<file path="config.mk">
export PLATFORM = sky130hd
export DESIGN_NAME = ahb_master_mux
export DESIGN_NICKNAME = d
export VERILOG_FILES = /design/src/rtl/ahb_pkg.sv /design/src/rtl/ahb_burst_tracker.sv /design/src/rtl/ahb_master_mux.sv
export SDC_FILE = /design/constraint.sdc
export NUM_CORES = 1
export LEC_CHECK = 0
export BUFFER_PORTS_ARGS = -buffer_cell sky130_fd_sc_hd__buf_2
export CAP_MARGIN = 30
export CORE_AREA = 4 4 484 486
export CTS_CLUSTER_DIAMETER = 30
export CTS_CLUSTER_SIZE = 24
export DETAILED_ROUTE_END_ITERATION = 8
export DIE_AREA = 0 0 488 490
export PLACE_DENSITY = 0.32
export SLEW_MARGIN = 20
export SYNTH_ARGS = -nofsm -noshare
export SYNTH_HDL_FRONTEND = slang
export SYNTH_SLANG_ARGS = --single-unit
</file>
<file path="constraint.sdc">
create_clock -name HCLK -period 4.11 [get_ports HCLK]
set_input_delay 0.6165 -clock HCLK [delete_from_list [all_inputs] [get_ports HCLK]]
set_output_delay 0.6165 -clock HCLK [all_outputs]
set_load 0.01 [all_outputs]
</file>
<file path="src/rtl/ahb_pkg.sv">
// Shared AHB encodings, burst-length lookup and burst tracker state constants.
// No timing: types, constants and a pure function only.
// No flow control: nothing in this file holds state.
package ahb_pkg;

    typedef enum logic [1:0] {
        IDLE   = 2'd0,
        BUSY   = 2'd1,
        NONSEQ = 2'd2,
        SEQ    = 2'd3
    } htrans_e;

    typedef enum logic [2:0] {
        SINGLE = 3'd0,
        INCR   = 3'd1,
        WRAP4  = 3'd2,
        INCR4  = 3'd3,
        WRAP8  = 3'd4,
        INCR8  = 3'd5,
        WRAP16 = 3'd6,
        INCR16 = 3'd7
    } hburst_e;

    // Burst tracker states kept as plain constants for compatibility with older tooling.
    localparam logic [0:0] B_IDLE = 1'b0;
    localparam logic [0:0] B_RUN  = 1'b1;

    // Beats in a burst; INCR is unbounded and reported as 0.
    function automatic logic [4:0] burst_len(input hburst_e b);
        case (b)
            SINGLE:         burst_len = 5'd1;
            INCR:           burst_len = 5'd0;
            WRAP4, INCR4:   burst_len = 5'd4;
            WRAP8, INCR8:   burst_len = 5'd8;
            default:        burst_len = 5'd16;
        endcase
    endfunction

endpackage

</file>
<file path="src/rtl/ahb_burst_tracker.sv">
// Follows fixed-length bursts on the muxed bus and flags bursts abandoned before their last beat.
// Latency: early_term is registered, asserted the cycle after the abandoning address phase.
// Backpressure: HREADY low freezes FSM and beat counter; early_term is never raised in a wait state.
module ahb_burst_tracker
    import ahb_pkg::*;
(
    input  logic       HCLK,
    input  logic       HRESET,
    input  logic       HREADY,
    input  logic [3:0] HMASTER,
    input  logic [1:0] HTRANS,
    input  logic [2:0] HBURST,
    output logic       early_term,
    output logic [0:0] state,
    output logic [4:0] beats_left,
    output logic [3:0] burst_master
);

    logic [4:0] len;
    logic       start;
    logic       abandon;

    // Classify the current address phase: does it open a fixed burst, does it leave the running one.
    always_comb begin
        len     = burst_len(hburst_e'(HBURST));
        start   = (HTRANS == NONSEQ) && (len > 5'd1);
        abandon = (HMASTER != burst_master) || (HTRANS == IDLE) || (HTRANS == NONSEQ);
    end

    // Burst FSM and remaining-beat counter; BUSY from the owning master simply holds the count.
    always_ff @(posedge HCLK or posedge HRESET) begin
        if (HRESET) begin
            state        <= B_IDLE;
            beats_left   <= 5'd0;
            burst_master <= 4'd0;
            early_term   <= 1'b0;
        end else begin
            early_term <= 1'b0;
            if (HREADY) begin
                if (state == B_IDLE) begin
                    if (start) begin
                        state        <= B_RUN;
                        beats_left   <= len - 5'd1;
                        burst_master <= HMASTER;
                    end
                end else if (abandon) begin
                    early_term <= (beats_left != 5'd0);
                    if (start) begin
                        beats_left   <= len - 5'd1;
                        burst_master <= HMASTER;
                    end else begin
                        state      <= B_IDLE;
                        beats_left <= 5'd0;
                    end
                end else if (HTRANS == SEQ) begin
                    // Never decrement past zero; the final beat returns to idle.
                    if (beats_left <= 5'd1) begin
                        state      <= B_IDLE;
                        beats_left <= 5'd0;
                    end else begin
                        beats_left <= beats_left - 5'd1;
                    end
                end
            end
        end
    end

endmodule

</file>
<file path="src/rtl/ahb_master_mux.sv">
// Muxes the granted master's address/control onto the bus and the data-phase master's write data.
// Latency: address/control 0 cycles; write data selected one HREADY-high edge after the address.
// Backpressure: HREADY low holds the data-phase master and data_active (wait states extend the data phase).
module ahb_master_mux
    import ahb_pkg::*;
#(
    parameter int NUM_MASTERS = 16,
    parameter int ADDR_W      = 32,
    parameter int DATA_W      = 32
) (
    input  logic                          HCLK,
    input  logic                          HRESET,
    input  logic [3:0]                    HMASTER,
    input  logic                          HREADY,
    input  logic [NUM_MASTERS*ADDR_W-1:0] HADDRx,
    input  logic [NUM_MASTERS*2-1:0]      HTRANSx,
    input  logic [NUM_MASTERS-1:0]        HWRITEx,
    input  logic [NUM_MASTERS*3-1:0]      HSIZEx,
    input  logic [NUM_MASTERS*3-1:0]      HBURSTx,
    input  logic [NUM_MASTERS*DATA_W-1:0] HWDATAx,
    output logic [ADDR_W-1:0]             HADDR,
    output logic [1:0]                    HTRANS,
    output logic                          HWRITE,
    output logic [2:0]                    HSIZE,
    output logic [2:0]                    HBURST,
    output logic [DATA_W-1:0]             HWDATA,
    output logic [3:0]                    HMASTER_D,
    output logic                          data_active,
    output logic                          early_term
);

    logic [0:0] trk_state;
    logic [4:0] trk_beats_left;
    logic [3:0] trk_burst_master;

    // Address-phase mux; an HMASTER with no attached master leaves the bus IDLE with zeroed control.
    always_comb begin
        HADDR  = '0;
        HTRANS = IDLE;
        HWRITE = 1'b0;
        HSIZE  = 3'd0;
        HBURST = 3'd0;
        for (int i = 0; i < NUM_MASTERS; i++) begin
            if (HMASTER == 4'(i)) begin
                HADDR  = HADDRx[i*ADDR_W +: ADDR_W];
                HTRANS = HTRANSx[i*2 +: 2];
                HWRITE = HWRITEx[i];
                HSIZE  = HSIZEx[i*3 +: 3];
                HBURST = HBURSTx[i*3 +: 3];
            end
        end
    end

    // Advance the data-phase master only when the current transfer completes.
    always_ff @(posedge HCLK or posedge HRESET) begin
        if (HRESET) begin
            HMASTER_D   <= 4'd0;
            data_active <= 1'b0;
        end else if (HREADY) begin
            HMASTER_D   <= HMASTER;
            data_active <= (HTRANS == NONSEQ) || (HTRANS == SEQ);
        end
    end

    // Data-phase write-data mux; driven to zero when no real transfer owns the data phase.
    always_comb begin
        HWDATA = '0;
        for (int i = 0; i < NUM_MASTERS; i++) begin
            if (data_active && (HMASTER_D == 4'(i))) begin
                HWDATA = HWDATAx[i*DATA_W +: DATA_W];
            end
        end
    end

    ahb_burst_tracker u_trk (
        .HCLK         (HCLK),
        .HRESET       (HRESET),
        .HREADY       (HREADY),
        .HMASTER      (HMASTER),
        .HTRANS       (HTRANS),
        .HBURST       (HBURST),
        .early_term   (early_term),
        .state        (trk_state),
        .beats_left   (trk_beats_left),
        .burst_master (trk_burst_master)
    );

endmodule
</file>
==> flow_metrics.py, run 1 <==
metrics = {
    "synth": {
        "async_reset_ff_share_pct": 100,
        "synthAdderAreaFrac_pct": 0.384,
        "yosys-mux-area-fraction_pct": 10.6,
        "ys.flop_type": "dfrtp_1",
        "synth_compound_area_share_pct": 57.4,
        "yosysMostFrequentCell": "a22oi_1",
        "synth_edf_count": 0,
        "ys_ff_latch": 16,
        "syn_area_per_cell_sq_um": 6.65,
        "yosys.area.top_type": "a22oi_1",
        "yosysSeqAreaShare_pct": 4.09,
        "syn-num-nets": 2648,
        "synth-warning-count": 0,
        "netlist.area_leader.share_pct": 15.4,
        "synth_top_family_by_area": "compound AO/OA/AOI/OAI gates",
        "yosys.area_share.simple_pct": 19.2,
        "syn_inst": 1470,
        "synth_area_leaders": "a22oi_1, o21ai_0, mux2_2",
        "netlist_area_sq_um": 9780,
        "synth_xor_area_share_pct": 0.448,
        "yosys-top-cells-count": "a22oi_1, o21ai_0, clkbuf_1, nor2_1, nand2_1",
        "ys_types": 73,
    },
    "timing": {
        "finalCritPeriodShare_pct": 96.7,
        "rsz0062_at_grt": "false",
        "timing.fmax_mhz": 252,
        "setup_ws_ps": 138,
        "finalHoldViolations": 0,
        "tightest_slew_ps": 927,
        "setup_viol": 0,
        "drv_slew": 0,
        "relSlewSlack_pct": 38.2,
        "finalSetupTns_ps": 0,
        "clock_skew_ps": 10.5,
        "period_needed_ps": 3970,
        "holdWs_ps": 236,
    },
    "placed_design": {
        "gp_congestion": 1.02,
        "place_ws_ps": 96.6,
        "dp_hpwl_um": 169000,
        "place_area_sq_um": 21100,
        "portBuffers": 1253,
    },
    "global_routing": {
        "track_usage_pct": 15.2,
        "grt_pass1_vias": 20800,
        "grt_max_degree": 47,
        "antenna_found_initial": 172,
        "grt_pass1_wl_um": 236000,
        "grt_overflow": 0,
    },
    "finish": {
        "drive_above_1_share_pct": 56.4,
        "fin_nets": 3918,
        "syn_to_final_growth_pct": 120,
        "fill_cells": 27300,
        "fin_area_sq_um": 21500,
    },
    "detailed_routing": {
        "ant_nets": 0,
        "drt-pass1-iter-count": 7,
        "routed-via-count": 20500,
        "via_per_inst": 3.50,
        "wl_um": 193000,
        "avgRoutedWirePerCell_um": 32.9,
        "drtIter0Drc": 1860,
        "drt_drc_violations_left": 0,
    },
    "pwr": {
        "peakVddDrop_v": 0.0000856,
        "leakagePower_nw": 9.05,
        "p_per_area_nw_per_um2": 152,
        "power_mw": 3.27,
    },
    "floorplanning": {
        "initial_core_util_pct": 4.26,
        "dieHeight_um": 490,
        "core-area_sq_um": 230000,
        "die_w_um": 488,
        "ioPinCount": 1254,
        "dieArea_sq_um": 239000,
        "row_count": 176,
    },
    "worst_setup_path": {
        "crit_path_end_kind": "primary output",
        "start_kind": "primary input",
        "cp_max_fo": 28,
        "arrival_ps": 3360,
        "crit_type": "primary input to primary output",
        "required_ps": 3490,
        "r2r_cells": 7,
    },
    "hold_path": {
        "min_path_type": "primary input to asynchronous set/reset pin",
    },
    "clock_network": {
        "htree_levels": 1,
        "clkLatencyLatePin_ps": 280,
        "clock-sinks": 16,
        "cts_buffers": 3,
        "cts_root_buf": "clkbuf_16",
        "clock_path_buffers": 2,
        "cts.reportedPaths.clkPinSlew_ps": 60,
        "ctsHoldBuffers": 0,
        "tritoncts": "yes",
    },
    "flow_run": {
        "maxCapViolCount": 0,
    },
    "run_status": {
        "status": "finished, final reports clean",
    },
}
==> timing repair <==
item	CTS	global route
endpoints found under the setup margin	3	2
gates resized for setup	3	2
setup buffers	0	0
pin swaps	0	0
hold endpoints to repair	0	0
==> metrics by stage <==
stage	utilization, %	instances
global route	9.28	5798
floorplan	-	1470
CTS	9.23	5764
global placement	9.19	5760
detailed placement	9.19	5760
finish	9.35	5864
==> power by group <==
part / leakage [nW] / switching, mW / internal [mW]
Clock: 0.0448 / 0.0942 / 0.149
Sequential: 0.192 / 0.0554 / 0.209
Combinational: 8.81 / 1.60 / 1.17
==> flip-flops by register name, indices dropped and copies added, names as in the netlist <==
signal,flops
HMASTER_D,4
u_trk.state,1
u_trk.burst_master,4
u_trk.beats_left,5
data_active,1
u_trk.early_term,1
==> cell type report <==
class / count / area (sq um) / area share [%]
Antenna cell: 99 / 248 / 1.15
Clock buffer: 4 / 88.8 / 0.414
Inverter: 21 / 78.8 / 0.367
Multi-Input combinational cell: 1272 / 8840 / 41.2
Sequential cell: 16 / 402 / 1.87
Tap cell: 3026 / 3790 / 17.6
Timing Repair Buffer: 1426 / 8040 / 37.4
==> placed cells by master (no fill, tap or decap), types with 17 or more instances in the layout <==
| master | count |
|---|---|
| buf_2 | 1246 |
| a22oi_1 | 201 |
| buf_4 | 143 |
| o21ai_0 | 142 |
| nand2_1 | 112 |
| nor2_1 | 104 |
| diode_2 | 99 |
| a22o_1 | 77 |
| a21oi_1 | 69 |
| mux2_2 | 62 |
| a221oi_1 | 60 |
| nand3_1 | 59 |
| a211oi_1 | 43 |
| a222oi_1 | 38 |
| buf_12 | 35 |
| o22a_1 | 34 |
| nand4_1 | 30 |
| mux2i_1 | 25 |
| inv_1 | 20 |
| o22ai_1 | 19 |
| a31oi_1 | 17 |
==> cell families (layout without fill, tap and decap cells) <==
kind of cell | count (synthesis) | count (layout)
AO/OA/AOI/OAI | 770 | 770
flip-flops | 16 | 16
other | 0 | 99
buffers and inverters | 182 | 1451
adder cells (fa/ha/maj) | 3 | 3
AND/OR/NAND/NOR | 400 | 400
XOR/XNOR | 5 | 5
multiplexers | 94 | 94
==> metal layers <==
layer / vias to the layer above / global-route usage, % / wire length [um] / share of wire [%]
met4: 76 / 8.18 / 11600 / 6.0
met3: 441 / 4.20 / 15900 / 8.2
met5: - / 0 / 483 / 0.25
li1: 8692 / - / - / -
met1: 9888 / 15.1 / 64300 / 33
met2: 1406 / 28.4 / 100000 / 52
==> final timing paths <==
kind / start / end / slack (ps)
min in group HCLK: u_trk.burst_master[2]$_DFFE_PP0P_ / u_trk.burst_master[2]$_DFFE_PP0P_ / 540
worst min register to register: u_trk.burst_master[2]$_DFFE_PP0P_ / u_trk.burst_master[2]$_DFFE_PP0P_ / 540
max in group asynchronous: HRESET / HMASTER_D[0]$_DFFE_PP0P_ / 3490
worst max register to register: u_trk.burst_master[3]$_DFFE_PP0P_ / u_trk.beats_left[2]$_DFFE_PP0P_ / 1880
worst max-delay path: HMASTER[3] / HADDR[11] / 140
worst min-delay path: HRESET / u_trk.burst_master[2]$_DFFE_PP0P_ / 240
==> worst max-delay path: stages <==
cell and delay [ps]:
buf_4 330, nor2_1 110, and2_2 230, buf_12 190, a222oi_1 770, a21oi_1 170, a211oi_1 260, buf_4 180
a22oi_1 90, o22a_1 190, buf_2 140
(Power assumes the default switching activity.)
==> run 2, diff against run 1 <==
- CORE_AREA: 4 4 484 486 -> 4 4 483 485
- DIE_AREA: 0 0 488 490 -> 0 0 487 489
==> flow_metrics.py, run 2 (synthesized netlist as in run 1, its figures left out) <==
metrics = {
    "run_status": {
        "status": "finished, final reports clean",
    },
    "worst_setup_path": {
        "required_ps": 3490,
        "crit_cells": 10,
        "setup.worst_path.start": "HMASTER[0]",
        "path_buf_inv": 5,
        "r2r_cells": 7,
        "start_kind": "primary input",
        "crit_family": "compound AO/OA/AOI/OAI gates",
        "cp_cell_sequence": "buf_8 -> buf_12 -> nand2b_1 -> buf_4 -> nor2_4 -> buf_12 -> a221oi_1 -> a22oi_1 -> o22a_1 -> buf_2",
        "crit_slowest_cell": "a221oi_1",
        "cp_max_fo": 30,
        "crit_type": "primary input to primary output",
        "crit_top_cell": "buf_12",
        "crit_path_end_kind": "primary output",
        "r2r-start": "u_trk.burst_master[3]$_DFFE_PP0P_",
        "arrival_ps": 3450,
        "critPathMaxStageDelay_ps": 670,
    },
    "clock_network": {
        "clkLatencyLatePin_ps": 270,
        "clock-sinks": 16,
        "cts.reportedPaths.clkPinSlew_ps": 60,
        "cts_root_buf": "clkbuf_16",
        "tritoncts": "yes",
        "htree_levels": 1,
        "clock_path_buffers": 2,
        "cts_buffers": 3,
    },
    "floorplanning": {
        "dieHeight_um": 489,
        "die_w_um": 487,
        "initial_core_util_pct": 4.27,
        "dieArea_sq_um": 238000,
        "ioPinCount": 1254,
        "core-area_sq_um": 229000,
        "row_count": 176,
    },
    "finish": {
        "layout_common_cells": "buf_2, a22oi_1, buf_4, o21ai_0, nand2_1",
        "final_common_cell": "buf_2",
        "fin_nets": 3928,
        "top_register": "u_trk.beats_left",
        "largest_register_ffs": 5,
        "fill_cells": 27300,
        "fin_cells": 5846,
        "syn_to_final_growth_pct": 120,
        "drive_above_1_share_pct": 57.0,
        "reg_top3": "u_trk.beats_left x5, HMASTER_D x4, u_trk.burst_master x4",
    },
    "global_routing": {
        "grt_max_degree": 43,
        "track_usage_pct": 15.0,
        "antenna_found_initial": 168,
        "grt_pass1_vias": 20900,
        "grt_pass1_wl_um": 232000,
        "grt_overflow": 0,
    },
    "detailed_routing": {
        "drt_drc_violations_left": 0,
        "via_per_inst": 3.51,
        "drt-pass1-iter-count": 5,
        "ant_nets": 0,
        "wl_um": 190000,
        "drtIter0Drc": 1736,
        "avgRoutedWirePerCell_um": 32.5,
        "routed-via-count": 20500,
    },
    "timing": {
        "period_needed_ps": 4060,
        "finalSetupTns_ps": 0,
        "relSlewSlack_pct": 36.2,
        "timing.fmax_mhz": 246,
        "clock_skew_ps": 14.8,
        "finalHoldViolations": 0,
        "rsz0062_at_grt": "false",
        "finalCritPeriodShare_pct": 98.9,
        "setup_viol": 0,
        "drv_slew": 0,
        "tightest_slew_ps": 958,
    },
    "placed_design": {
        "place_inst": 5768,
        "gp_congestion": 0.993,
        "portBuffers": 1253,
        "dp_hpwl_um": 169000,
    },
    "pwr": {
        "peakVddDrop_v": 0.000122,
        "power_mw": 3.36,
        "p_per_area_nw_per_um2": 156,
        "leakagePower_nw": 9.10,
    },
    "flow_run": {
        "maxCapViolCount": 0,
    },
    "hold_path": {
        "min_path_type": "primary input to asynchronous set/reset pin",
    },
}
run 2: cell count changes in the layout (fill, tap and decap cells not counted), moves of 4 or more:
cell | previous run | this run
buf_12 | 35 | 27
buf_6 | 1 | 5
diode_2 | 99 | 71
buf_4 | 143 | 156
run 2: layout make-up:
cell class	count	area (sq um)	area share, %
timing repair buffer	1436	8070	37.6
tap	3026	3790	17.6
inverter	21	78.8	0.367
clock buffer	4	88.8	0.414
multi-input combinational	1272	8870	41.3
antenna	71	178	0.827
sequential	16	402	1.87
run 2: repair_timing:
| action | CTS | global route |
|---|---|---|
| pin swaps | 4 | 0 |
| endpoints found under the hold margin | 0 | 0 |
| setup buffers | 2 | 0 |
| hold buffers | 0 | 0 |
| gates cloned | 1 | 0 |
| endpoints found under the setup margin | 13 | 5 |
| gates resized for setup | 23 | 6 |
run 2: power by group:
| group | leakage (nW) | switching [mW] | internal, mW | total, mW |
|---|---|---|---|---|
| sequential | 0.192 | 0.0544 | 0.209 | 0.263 |
| clock | 0.0446 | 0.0957 | 0.149 | 0.245 |
| combinational | 8.87 | 1.66 | 1.19 | 2.85 |
run 2: metal layers:
layer	track usage [%]	share of wire, %
met1	15.2	34
met2	27.7	51
met3	4.16	8.1
met4	7.90	7.0
met5	0	0.26
run 2: through the flow:
step / utilization, % / area (sq um) / hold slack (ps) / worst slack (ps)
finish: 9.37 / 21500 / 337 / 46.6
global route: 9.32 / 21400 / 365 / 45.0
detailed placement: 9.19 / 21100 / 521 / -314
global placement: 9.16 / 21000 / 517 / -271
floorplan: - / 9780 / 501 / 780
CTS: 9.28 / 21300 / 337 / 3.30
run 2: worst paths after layout:
path | endpoint | slack (ps)
worst min register to register | u_trk.burst_master[2]$_DFFE_PP0P_ | 540
min in group HCLK | u_trk.burst_master[2]$_DFFE_PP0P_ | 540
worst min-delay path | u_trk.beats_left[0]$_DFFE_PP0P_ | 340
worst max register to register | u_trk.beats_left[4]$_DFFE_PP0P_ | 1880
worst max-delay path | HADDR[8] | 50
max in group asynchronous | u_trk.state$_DFFE_PP0P_ | 3360
run 2: worst register-to-register path: stages, from the launching register on:
cell       delay (ps)
dfrtp_1           400
xor2_1            160
nor4_1            650
and3_1            260
nand3_1           200
nor3_1            220
a31oi_1            90
o2bb2ai_1         150
==> run 3, diff against run 2 <==
- ABC_AREA: unset -> 1
- ABC_CLOCK_PERIOD_IN_PS: unset -> 4110
- CORE_AREA: 4 4 483 485 -> 4 4 484 486
- DIE_AREA: 0 0 487 489 -> 0 0 488 490
- REMOVE_ABC_BUFFERS: unset -> 1
==> flow_metrics.py, run 3 <==
metrics = {
    "finish": {
        "syn_to_final_growth_pct": 130,
        "fin_nets": 4463,
        "top_register": "u_trk.beats_left",
        "final_common_cell": "buf_2",
        "drive_above_1_share_pct": 48.0,
        "multi_input_area_sq_um": 8590,
        "post-route-util_pct": 9.56,
        "layout_common_cells": "buf_2, nand2_1, nand4_1, a21oi_1, inv_1",
        "seq_area_sq_um": 402,
        "largest_register_ffs": 5,
        "fill_cells": 27600,
        "fin_area_sq_um": 22000,
        "reg_top3": "u_trk.beats_left x5, HMASTER_D x4, u_trk.burst_master x4",
    },
    "global_routing": {
        "grt_overflow": 0,
        "antenna_found_initial": 172,
        "grt_pass1_wl_um": 248000,
        "track_usage_pct": 16.0,
        "grt_max_degree": 43,
        "grt_pass1_vias": 22100,
    },
    "placed_design": {
        "portBuffers": 1253,
        "dp_hpwl_um": 180000,
        "place_ws_ps": -950,
        "gp_congestion": 0.991,
        "place_area_sq_um": 20700,
    },
    "timing": {
        "relSlewSlack_pct": 42.3,
        "tightest_slew_ps": 864,
        "finalSetupTns_ps": -220,
        "setup_viol": 1,
        "drv_slew": 0,
        "timing.fmax_mhz": 231,
        "clock_skew_ps": 2.14,
        "finalCritPeriodShare_pct": 105,
        "period_needed_ps": 4330,
        "finalHoldViolations": 0,
        "setup_ws_ps": -220,
        "rsz0062_at_grt": "true",
    },
    "worst_setup_path": {
        "path_buf_inv": 4,
        "crit_end": "HADDR[6]",
        "crit_path_end_kind": "primary output",
        "r2r_cells": 10,
        "required_ps": 3490,
        "crit_slowest_cell": "nand4_1",
        "critPathMaxStageDelay_ps": 600,
        "crit_family": "simple AND/OR/NAND/NOR gates",
        "arrival_ps": 3710,
        "r2r-start": "u_trk.burst_master[3]$_DFFE_PP0P_",
        "setup.worst_path.start": "HMASTER[1]",
        "cp_max_fo": 25,
        "cp_cell_sequence": "buf_6 -> nand2_2 -> nor2_4 -> buf_12 -> buf_4 -> nand2_1 -> nand3_1 -> o21ai_1 -> nand4_1 -> nor2_2 -> o2111ai_4 -> o21ai_2 -> nand4_1 -> buf_6",
        "ff2ff_setup_slack_ps": 2270,
        "start_kind": "primary input",
        "crit_type": "primary input to primary output",
        "r2r-end": "u_trk.beats_left[4]$_DFFE_PP0P_",
        "crit_cells": 14,
    },
    "synth": {
        "yosys-top-cells-count": "nand2_1, nand4_1, a21oi_1, nand3_1, o21ai_0",
        "syn_inst": 1983,
        "ys.flop_type": "dfrtp_1",
        "yosysMostFrequentCell": "nand2_1",
        "synth-warning-count": 0,
        "async_reset_ff_share_pct": 100,
        "netlist_area_sq_um": 9550,
        "yosys.area.top_type": "nand2_1",
        "ys_ff_latch": 16,
        "yosysSeqAreaShare_pct": 4.19,
        "netlist.area_leader.share_pct": 26.5,
        "syn_area_per_cell_sq_um": 4.82,
        "ys_types": 40,
        "synth_edf_count": 0,
        "synth_area_leaders": "nand2_1, nand4_1, a21oi_1",
    },
    "floorplanning": {
        "core-area_sq_um": 230000,
        "row_count": 176,
        "die_w_um": 488,
        "dieHeight_um": 490,
        "ioPinCount": 1254,
        "initial_core_util_pct": 4.16,
        "dieArea_sq_um": 239000,
    },
    "detailed_routing": {
        "wl_um": 202000,
        "drtIter0Drc": 1858,
        "routed-via-count": 21400,
        "drt-pass1-iter-count": 5,
        "drt_drc_violations_left": 0,
        "avgRoutedWirePerCell_um": 31.7,
        "via_per_inst": 3.36,
        "ant_nets": 0,
    },
    "pwr": {
        "power_frac_comb_pct": 85.2,
        "switching_share_pct": 58.4,
        "power.switching_mw": 1.97,
        "peakVddDrop_v": 0.000149,
        "leakagePower_nw": 10.1,
        "power_mw": 3.36,
        "clockPowerShare_pct": 6.9,
        "seq_power_share_pct": 7.9,
        "internal-power_mw": 1.40,
        "p_per_area_nw_per_um2": 153,
    },
    "clock_network": {
        "htree_levels": 1,
        "cts_root_buf": "clkbuf_16",
        "clock_path_buffers": 2,
        "tritoncts": "yes",
        "cts_buffers": 3,
        "clock-sinks": 16,
        "cts.reportedPaths.clkPinSlew_ps": 60,
        "clkLatencyLatePin_ps": 260,
    },
    "hold_path": {
        "min_path_type": "primary input to asynchronous set/reset pin",
    },
    "run_status": {
        "violations": "negative setup slack",
        "status": "finished, violations left",
    },
    "flow_run": {
        "maxCapViolCount": 0,
    },
}
-- run 3: changes by cell type after synthesis, sizes merged, moves of 67 or more --
cell | before | now
nand3 | 61 | 165
a22oi | 201 | 9
mux2 | 67 | 0
a22o | 77 | 0
a21oi | 69 | 185
nand2 | 112 | 683
nand4 | 30 | 191
inv | 21 | 169
-- run 3: cells by family (layout without fill, tap and decap cells) --
group                    count (synthesis)  count (layout)  synth area share, %
adder cells (fa/ha/maj)                  3               3                0.393
AND/OR/NAND/NOR                       1217            1217                 57.6
other                                    0              74                    0
flip-flops                              16              16                 4.19
AO/OA/AOI/OAI                          430             430                 24.7
XOR/XNOR                                 7               7                0.642
buffers and inverters                  310            1611                 12.5
-- run 3: worst min path at each step --
stage,startpoint,endpoint,slack (ps),cells past startpoint
detailed placement,u_trk.burst_master[0]$_DFFE_PP0P_,u_trk.burst_master[0]$_DFFE_PP0P_,540,2
CTS,HRESET,u_trk.burst_master[1]$_DFFE_PP0P_,550,2
finish,HRESET,u_trk.burst_master[1]$_DFFE_PP0P_,530,2
floorplan,u_trk.beats_left[3]$_DFFE_PP0P_,u_trk.beats_left[3]$_DFFE_PP0P_,490,2
global route,HRESET,u_trk.burst_master[1]$_DFFE_PP0P_,580,2
global placement,u_trk.burst_master[3]$_DFFE_PP0P_,u_trk.burst_master[3]$_DFFE_PP0P_,530,2
-- run 3: power by group through the flow --
stage               clock network, mW  logic [mW]  registers (mW)
finish                          0.232        2.87           0.266
global route                    0.246        3.06           0.270
CTS                             0.236        2.88           0.264
detailed placement                  0        2.76           0.266
global placement                    0        2.77           0.266
floorplan                           0       0.801           0.261
-- run 3: what timing repair did --
item | 4_1_cts | 5_1_grt
hold buffers | 0 | 0
setup endpoints to repair | 15 | 31
pin swaps | 24 | 32
resized for setup | 83 | 45
setup buffers | 23 | 6
gates cloned | 5 | 0
-- run 3: worst reg2reg max path, cell delays in order (launching register included) --
cell and delay (ps):
dfrtp_1 390, xor2_1 180, nor4_1 320, buf_4 210, nand3_2 100, nand2_2 130, nand2_2 100, nand2_4 110
inv_2 60, nand2_1 70, o21ai_2 50
-- run 3: final cells by class --
type | instances | area share [%]
multi-input combinational | 1657 | 39.1
timing repair buffer | 1436 | 37.6
tap | 3026 | 17.2
inverter | 171 | 2.97
sequential | 16 | 1.83
antenna | 74 | 0.843
clock buffer | 4 | 0.405
-- run 3: metal layers --
| layer | global-route usage [%] | routed length, um |
|---|---|---|
| met1 | 20.8 | 88800 |
| met5 | 0 | 397 |
| met4 | 3.29 | 5040 |
| met2 | 26.6 | 93200 |
| met3 | 3.99 | 14700 |
-- run 3: per-stage QoR --
stage	hold slack, ps	cells
after global routing	578	6352
after CTS	550	6304
after global placement	530	6271
after detailed placement	539	6272
final	526	6384
after floorplan	488	1844
